### config.mk
export PLATFORM = sky130hd
export DESIGN_NAME = spi_cmd_ctrl_flat
export DESIGN_NICKNAME = d
export VERILOG_FILES = /design/src/rtl/spi_cmd_ctrl_pkg.sv /design/src/rtl/spi_cmd_ctrl_if.sv /design/src/rtl/spi_cmd_ctrl_bus_port.sv /design/src/rtl/spi_cmd_ctrl.sv /design/src/flat_wrapper.sv
export SDC_FILE = /design/constraint.sdc
export NUM_CORES = 1
export LEC_CHECK = 0
export CORE_MARGIN = 3
export CORE_UTILIZATION = 45
export CTS_CLUSTER_SIZE = 12
export DETAILED_ROUTE_END_ITERATION = 16
export GPL_TIMING_DRIVEN = 0
export PLACE_DENSITY = 0.76
export SLEW_MARGIN = 5
export SYNTH_ARGS = -nofsm -noshare
export SYNTH_HDL_FRONTEND = slang
export SYNTH_HIERARCHICAL = 1
export SYNTH_SLANG_ARGS = --single-unit
### constraint.sdc
create_clock -name clk -period 3.8 [get_ports clk]
set_clock_uncertainty 0.15 [all_clocks]
set_input_delay 1.14 -clock clk [delete_from_list [all_inputs] [get_ports clk]]
set_output_delay 1.14 -clock clk [all_outputs]
set_load 0.1 [all_outputs]
### src/rtl/spi_cmd_ctrl_pkg.sv
// Shared types and constants for the SPI command sequencer.
// State encoding, command opcodes and the fixed part of the status byte.
package spi_ctrl_pkg;

    typedef enum logic [2:0] {
        ST_IDLE,
        ST_ADDR_HI,
        ST_ADDR_LO,
        ST_LEN,
        ST_WR_DATA,
        ST_RD_DATA,
        ST_IGNORE,
        ST_ABORT
    } state_t;

    localparam logic [7:0] CMD_WRITE   = 8'h02;
    localparam logic [7:0] CMD_READ    = 8'h03;
    localparam logic [7:0] CMD_CLR_ERR = 8'h05;

    localparam logic [6:0] STATUS_BASE = 7'h2A;

endpackage

### src/rtl/spi_cmd_ctrl_if.sv
// Single-byte req/ack register/memory bus between the sequencer and the system.
// The master holds req with stable we/addr/wdata until a one-cycle ack.
interface spi_cmd_ctrl_if #(
    parameter int ADDR_W = 16
);
    logic              req;
    logic              we;
    logic [ADDR_W-1:0] addr;
    logic [7:0]        wdata;
    logic [7:0]        rdata;
    logic              ack;

    modport master (output req, we, addr, wdata, input rdata, ack);
    modport slave  (input req, we, addr, wdata, output rdata, ack);
endinterface

### src/rtl/spi_cmd_ctrl_bus_port.sv
// Bus request port: holds one outstanding transaction and abandons it after TIMEOUT
// unacknowledged cycles. done/timed_out are combinational pulses in the closing cycle.
module spi_bus_port #(
    parameter int ADDR_W  = 16,
    parameter int TIMEOUT = 255
) (
    input  logic              clk,
    input  logic              rst_n,
    input  logic              start,
    input  logic              start_we,
    input  logic [ADDR_W-1:0] start_addr,
    input  logic [7:0]        start_wdata,
    input  logic              ack,
    output logic              req,
    output logic              we,
    output logic [ADDR_W-1:0] addr,
    output logic [7:0]        wdata,
    output logic              done,
    output logic              timed_out
);
    localparam int CNT_W = (TIMEOUT > 1) ? $clog2(TIMEOUT) : 1;

    logic [CNT_W-1:0] cnt_q;

    assign done      = req & ack;
    // Counter holds the number of unacknowledged cycles already spent, so the
    // request stays up for exactly TIMEOUT cycles.
    assign timed_out = req & ~ack & (cnt_q == CNT_W'(TIMEOUT - 1));

    always_ff @(posedge clk or negedge rst_n) begin
        if (!rst_n) begin
            req   <= 1'b0;
            we    <= 1'b0;
            addr  <= '0;
            wdata <= '0;
            cnt_q <= '0;
        end else if (start) begin
            req   <= 1'b1;
            we    <= start_we;
            addr  <= start_addr;
            wdata <= start_wdata;
            cnt_q <= '0;
        end else if (done || timed_out) begin
            req   <= 1'b0;
            cnt_q <= '0;
        end else if (req) begin
            cnt_q <= cnt_q + CNT_W'(1);
        end
    end

endmodule

### src/rtl/spi_cmd_ctrl.sv
// Command sequencer behind the byte-level SPI slave: parses cmd/addr/len/data frames
// into single-byte bus reads and writes and keeps the slave's transmit byte loaded.
module spi_cmd_ctrl
    import spi_ctrl_pkg::*;
#(
    parameter int ADDR_W  = 16,
    parameter int TIMEOUT = 255
) (
    input  logic           clk,
    input  logic           rst_n,
    input  logic           spi_ssel,
    input  logic           spi_data_ready,
    input  logic [7:0]     spi_data_recv,
    output logic [7:0]     spi_data_send,
    spi_cmd_ctrl_if.master bus,
    output logic           busy,
    output logic           err
);
    logic ssel_s1, ssel_s2, ssel_s3;
    logic desel;

    state_t            state_q, state_d;
    logic [ADDR_W-1:0] addr_q, addr_d;
    logic [8:0]        rem_q, rem_d;
    logic [7:0]        hi_q, hi_d;
    logic              we_q, we_d;
    logic [7:0]        rd_q, rd_d;
    logic              err_q, err_d;

    logic              start, pending;
    logic              port_req, port_we, done, timed_out;
    logic [ADDR_W-1:0] port_addr;
    logic [7:0]        port_wdata;
    logic [15:0]       full_addr;
    logic [7:0]        status;

    // Synchroniser resets high so an idle-deselected bus never looks like an edge.
    always_ff @(posedge clk or negedge rst_n) begin
        if (!rst_n) begin
            ssel_s1 <= 1'b1;
            ssel_s2 <= 1'b1;
            ssel_s3 <= 1'b1;
        end else begin
            ssel_s1 <= spi_ssel;
            ssel_s2 <= ssel_s1;
            ssel_s3 <= ssel_s2;
        end
    end

    assign desel     = ssel_s2 & ~ssel_s3;
    assign full_addr = {hi_q, spi_data_recv};
    assign status    = {err_q, STATUS_BASE};
    assign pending   = port_req & ~done & ~timed_out;

    spi_bus_port #(.ADDR_W(ADDR_W), .TIMEOUT(TIMEOUT)) u_port (
        .clk         (clk),
        .rst_n       (rst_n),
        .start       (start),
        .start_we    (we_q),
        .start_addr  (addr_d),
        .start_wdata (spi_data_recv),
        .ack         (bus.ack),
        .req         (port_req),
        .we          (port_we),
        .addr        (port_addr),
        .wdata       (port_wdata),
        .done        (done),
        .timed_out   (timed_out)
    );

    assign bus.req   = port_req;
    assign bus.we    = port_we;
    assign bus.addr  = port_addr;
    assign bus.wdata = port_wdata;

    always_ff @(posedge clk or negedge rst_n) begin
        if (!rst_n) begin
            state_q <= ST_IDLE;
            addr_q  <= '0;
            rem_q   <= '0;
            hi_q    <= '0;
            we_q    <= 1'b0;
            rd_q    <= '0;
            err_q   <= 1'b0;
        end else begin
            state_q <= state_d;
            addr_q  <= addr_d;
            rem_q   <= rem_d;
            hi_q    <= hi_d;
            we_q    <= we_d;
            rd_q    <= rd_d;
            err_q   <= err_d;
        end
    end

    // Ack/timeout bookkeeping happens first; the byte (if any) then sees the updated state.
    always_comb begin
        state_d = state_q;
        addr_d  = addr_q;
        rem_d   = rem_q;
        hi_d    = hi_q;
        we_d    = we_q;
        rd_d    = rd_q;
        err_d   = err_q;
        start   = 1'b0;

        if (timed_out) err_d = 1'b1;

        if (done && (state_q == ST_WR_DATA || state_q == ST_RD_DATA)) begin
            addr_d = addr_q + ADDR_W'(1);
            rem_d  = rem_q - 9'd1;
            if (state_q == ST_RD_DATA) rd_d = bus.rdata;
        end

        if (desel) begin
            state_d = pending ? ST_ABORT : ST_IDLE;
        end else begin
            case (state_q)
                ST_IDLE: if (spi_data_ready) begin
                    state_d = ST_IGNORE;
                    if (spi_data_recv == CMD_WRITE || spi_data_recv == CMD_READ) begin
                        we_d    = (spi_data_recv == CMD_WRITE);
                        state_d = ST_ADDR_HI;
                    end else if (spi_data_recv == CMD_CLR_ERR) begin
                        err_d = 1'b0;
                    end
                end
                ST_ADDR_HI: if (spi_data_ready) begin
                    hi_d    = spi_data_recv;
                    state_d = ST_ADDR_LO;
                end
                ST_ADDR_LO: if (spi_data_ready) begin
                    addr_d  = full_addr[ADDR_W-1:0];
                    state_d = ST_LEN;
                end
                ST_LEN: if (spi_data_ready) begin
                    rem_d = (spi_data_recv == 8'd0) ? 9'd256 : {1'b0, spi_data_recv};
                    if (we_q) begin
                        state_d = ST_WR_DATA;
                    end else begin
                        state_d = ST_RD_DATA;
                        rd_d    = status;
                        start   = 1'b1;
                    end
                end
                ST_WR_DATA: begin
                    if (timed_out || (done && rem_d == 9'd0)) begin
                        state_d = ST_IGNORE;
                    end else if (spi_data_ready) begin
                        if (pending) err_d = 1'b1;
                        else         start = 1'b1;
                    end
                end
                ST_RD_DATA: begin
                    if (timed_out) begin
                        state_d = ST_IGNORE;
                    end else if (spi_data_ready) begin
                        if (pending)             err_d   = 1'b1;
                        else if (rem_d == 9'd0)  state_d = ST_IGNORE;
                        else                     start   = 1'b1;
                    end
                end
                ST_ABORT: if (done || timed_out) state_d = ST_IDLE;
                default: ;
            endcase
        end
    end

    assign spi_data_send = (state_q == ST_RD_DATA) ? rd_q : status;
    assign busy          = (state_q != ST_IDLE);
    assign err           = err_q;

endmodule
### src/flat_wrapper.sv
// flat-port wrapper written by rule: the top's interface ports become plain ports
module spi_cmd_ctrl_flat import spi_ctrl_pkg::*;
#(
    parameter int ADDR_W  = 16,
    parameter int TIMEOUT = 255
)
  (clk, rst_n, spi_ssel, spi_data_ready, spi_data_recv, spi_data_send, busy, err, bus_req, bus_we, bus_addr, bus_wdata, bus_rdata, bus_ack);
  spi_cmd_ctrl_if #(.ADDR_W(ADDR_W)) bus_i ();
  input  logic clk;
  input  logic rst_n;
  input  logic spi_ssel;
  input  logic spi_data_ready;
  input  logic [7:0] spi_data_recv;
  output logic [7:0] spi_data_send;
  output logic busy;
  output logic err;
  output wire logic [$bits(bus_i.req)-1:0] bus_req;
  output wire logic [$bits(bus_i.we)-1:0] bus_we;
  output wire logic [$bits(bus_i.addr)-1:0] bus_addr;
  output wire logic [$bits(bus_i.wdata)-1:0] bus_wdata;
  input wire logic [$bits(bus_i.rdata)-1:0] bus_rdata;
  input wire logic [$bits(bus_i.ack)-1:0] bus_ack;
  assign bus_req = bus_i.req;
  assign bus_we = bus_i.we;
  assign bus_addr = bus_i.addr;
  assign bus_wdata = bus_i.wdata;
  assign bus_i.rdata = bus_rdata;
  assign bus_i.ack = bus_ack;
  spi_cmd_ctrl #(.ADDR_W(ADDR_W), .TIMEOUT(TIMEOUT)) u_core (.clk(clk), .rst_n(rst_n), .spi_ssel(spi_ssel), .spi_data_ready(spi_data_ready), .spi_data_recv(spi_data_recv), .spi_data_send(spi_data_send), .bus(bus_i), .busy(busy), .err(err));
endmodule
==> metrics.md <==
| Metric | Value |
|---|---|
| Outcome | finished clean |
| Reg clk slew, reported paths | ~80 ps |
| Clock Latency Late Sink | 360 ps |
| DR iter-0 viols | 206 |
| Post-route ant nets | 0 |
| Deepest clock path buffer count | 2 |
| Hold buffer count at cts | 0 |
| Synth Area in Simple Gates | between 10% and 20% |
| Worst r2r path cells | 10 |
| WL/cell | approximately 15 um |
| CTS tree | done |
| Mux contribution to synthesized area | 10.9% |
| Fin area | 0.00509 mm2 |
| EDFF count, synth | 0 |
| CP Class | primary input to flip-flop |
| Final wirelength | 8990 um |
| First-pass GRT wire length | 14800 um |
| Critical path data arrival time | 3810 ps |
| Vias in the first global route | 3060 |
| Top Ports | 57 |
| Final worst setup slack | 76.0 ps |
| MaxCap Viol Count | 0 |
| Largest net degree at the start of global routing | 46 |
| Layout cells sized above 1 | 19.4% |
| Initial core utilization | 46.7% |
| Actual slew at the worst max-slew pin | 982 ps |
| Routed vias/inst | 5.48 |
| Syn avg cell area | 10.4 um2 |
| Shortest period the worst path allows | 3720 ps |
| Number of antenna violations at the first check in global routing | 0 |
| Die Span Y | 101 um |
| Worst Path Required | 3890 ps |
| Final Hold Violating Endpoints | 0 |
| Synth Cell Area | 0.00409 mm2 |
| Vias | 3197 |
| Place WS | -1050 ps |
| Hold path cells | 0 |
| Core Region | a little under 0.009 mm2 |
| Root Buffer | clkbuf_8 |
| Placed cell area | roughly 0.0048 mm2 |
| Area grow syn2layout | 24.3% |
| Num rows | 34 |
| Tot GR Track Use | around 18% |
| Die Span X | approximately 100 um |
| H-tree depth | 3 |
| Synth Area in Adders | 1.22% |
| Mapped Cells | 395 |
| Max Freq | 269 MHz |
| Compound-gate portion of the synthesized area | 10.3% |
| Final Wtd Congestion | 0.907 |
| Mapped Nets | 420 |
| Ys flop type | dfrtp_1 |
| Total CTS buffers | 9 |
| RSZ-0062 raised after global routing | no |
| Nets | 495 |
| Crit Path Max Fanout | 10 |
| Register area share after synthesis | 50.8% |
| Setup violations, final | 0 |
| Period Utilization, post-route | 98.0% |
| Ys async rst share | 100% |
| Number of antenna diodes | 0 |
| Detailed Place HPWL | about 6400 um |
| Max_slew headroom | about 34% |
| Ys Warns | 6 |
| Seq cells post-synth | 83 |
| Die area | 0.0103 mm2 |
| DR pass1 iterations | 5 |
| DRC Markers | 0 |
| Max Transition Viols Final | 0 |
| Main combinational cell family by area after synthesis | simple AND/OR/NAND/NOR gates |
| Congestion Overflow GR | 0 |
| Netlist cell types | 58 |
| CP Capture Type | flip-flop |
| Hold WC Path Type | flip-flop to flip-flop |
| Input/output buffers | 56 |
| Clock Sinks | 83 |
| Synth Area in XOR/XNOR | 5.13% |
| CP Launch Type | primary input |
## metrics by stage
stage / utilization (%) / cells / setup TNS, ps / hold slack (ps)
after floorplan: - / 395 / 0 / 195
final: 58.1 / 583 / 0 / 209
after CTS: 57.5 / 576 / 0 / 209
after global placement: 54.7 / 559 / -142510 / 196
after detailed placement: 54.9 / 560 / -28640 / 197
after global routing: 58.1 / 583 / 0 / 216
## synthesized netlist by cell type (2+ instances only)
cell      instances  share of area, %
and2_1            2              0.31
xor2_1           14               3.0
nand3_1          16               2.0
nand2_1          41               3.8
xnor2_1          10               2.1
a31oi_1           2              0.31
mux2_2           36               9.9
o21ai_0          13               1.6
o22ai_1           2              0.31
dfrtp_1          80                49
o221ai_1          2              0.43
nor4_1            2              0.31
dfstp_2           3               1.9
o31ai_1           2              0.37
nor2_1           45               4.1
inv_1             6              0.55
a21oi_1          33               4.0
mux2i_1           4              0.98
nand2b_1          7               1.1
clkbuf_1          9              0.83
ha_1              4               1.2
and3_1            6              0.92
buf_2             3              0.37
or2_2             5              0.76
nand4_1           7               1.1
nor3_1            6              0.73
nand4b_1          4              0.86
## final timing paths
check | start | slack (ps) | end
worst max-delay path | bus_ack | 80 | u_core/u_port/wdata[1]
worst min-delay path | u_core/ssel_s1 | 210 | u_core/ssel_s2
worst max register to register | u_core/u_port/req | 820 | u_core/u_port/wdata[1]
worst min register to register | u_core/ssel_s1 | 210 | u_core/ssel_s2
max in group asynchronous | rst_n | 2290 | u_core/u_port/cnt_q[0]
min in group asynchronous | rst_n | 590 | u_core/u_port/addr[9]
## critical path: stages
cell,delay [ps]
clkdlybuf4s50_1,470
and2_4,190
and3b_1,180
buf_6,150
mux2i_1,100
or4b_4,560
o31ai_2,220
o21ai_2,140
buf_6,160
buf_4,190
mux2_2,290
## cell families after synthesis
group                    Yosys count
XOR/XNOR                          24
AND/OR/NAND/NOR                  155
buffers and inverters             21
AO/OA/AOI/OAI                     68
flip-flops                        83
adder cells (fa/ha/maj)            4
multiplexers                      40
## registers in the layout, indices dropped and copies added, names as in the netlist, 3 cells and up
name and cells:
u_core/addr_q 16, u_core/u_port/addr 16, u_core/state_q 3, u_core/rem_q 9, u_core/rd_q 8, u_core/u_port/wdata 8
u_core/hi_q 8, u_core/u_port/cnt_q 8
## layout by cell type, fill, tap and decap left out, types with 2 or more instances in the layout
cell type	n
xnor2_1	9
clkdlybuf4s50_1	46
nand3_1	16
clkinvlp_4	2
mux2i_1	4
mux2_2	36
xor2_1	14
nand4b_1	4
and3_1	6
a31oi_1	2
nand2_1	41
nand2b_1	7
nand4_1	7
dfrtp_1	80
or2_2	5
nor2_1	44
clkbuf_2	2
ha_1	4
clkbuf_8	11
clkbuf_1	9
dfstp_2	3
inv_6	3
dlygate4sd2_1	7
nor3_1	6
o21ai_0	12
a21oi_1	33
o22ai_1	2
buf_6	2
inv_1	6
nor4_1	2
buf_4	10
o221ai_1	2
## area by class of cell
cell class,instances,area [um2]
inverter,6,22.5
multi-input combinational,291,1940
buffer,15,88.8
clock inverter,6,71.3
tap,108,135
fill,742,3680
timing repair buffer,64,612
sequential,83,2080
clock buffer,10,138
## routing by layer
| metal | GRT usage [%] | part of all wire (%) |
|---|---|---|
| met1 | 26.3 | 48 |
| met2 | 28.1 | 45 |
| met3 | 3.51 | 5.7 |
| met4 | 5.52 | 1.2 |
| met5 | 0 | 0 |
## repair_timing
action	in CTS	in global routing
pin swaps	0	4
buffers inserted	0	7
resized for setup	19	6
endpoints found under the setup margin	43	25
Power is not shown: default switching activity piles up to over one toggle a cycle in this logic, so the estimate is an artifact.
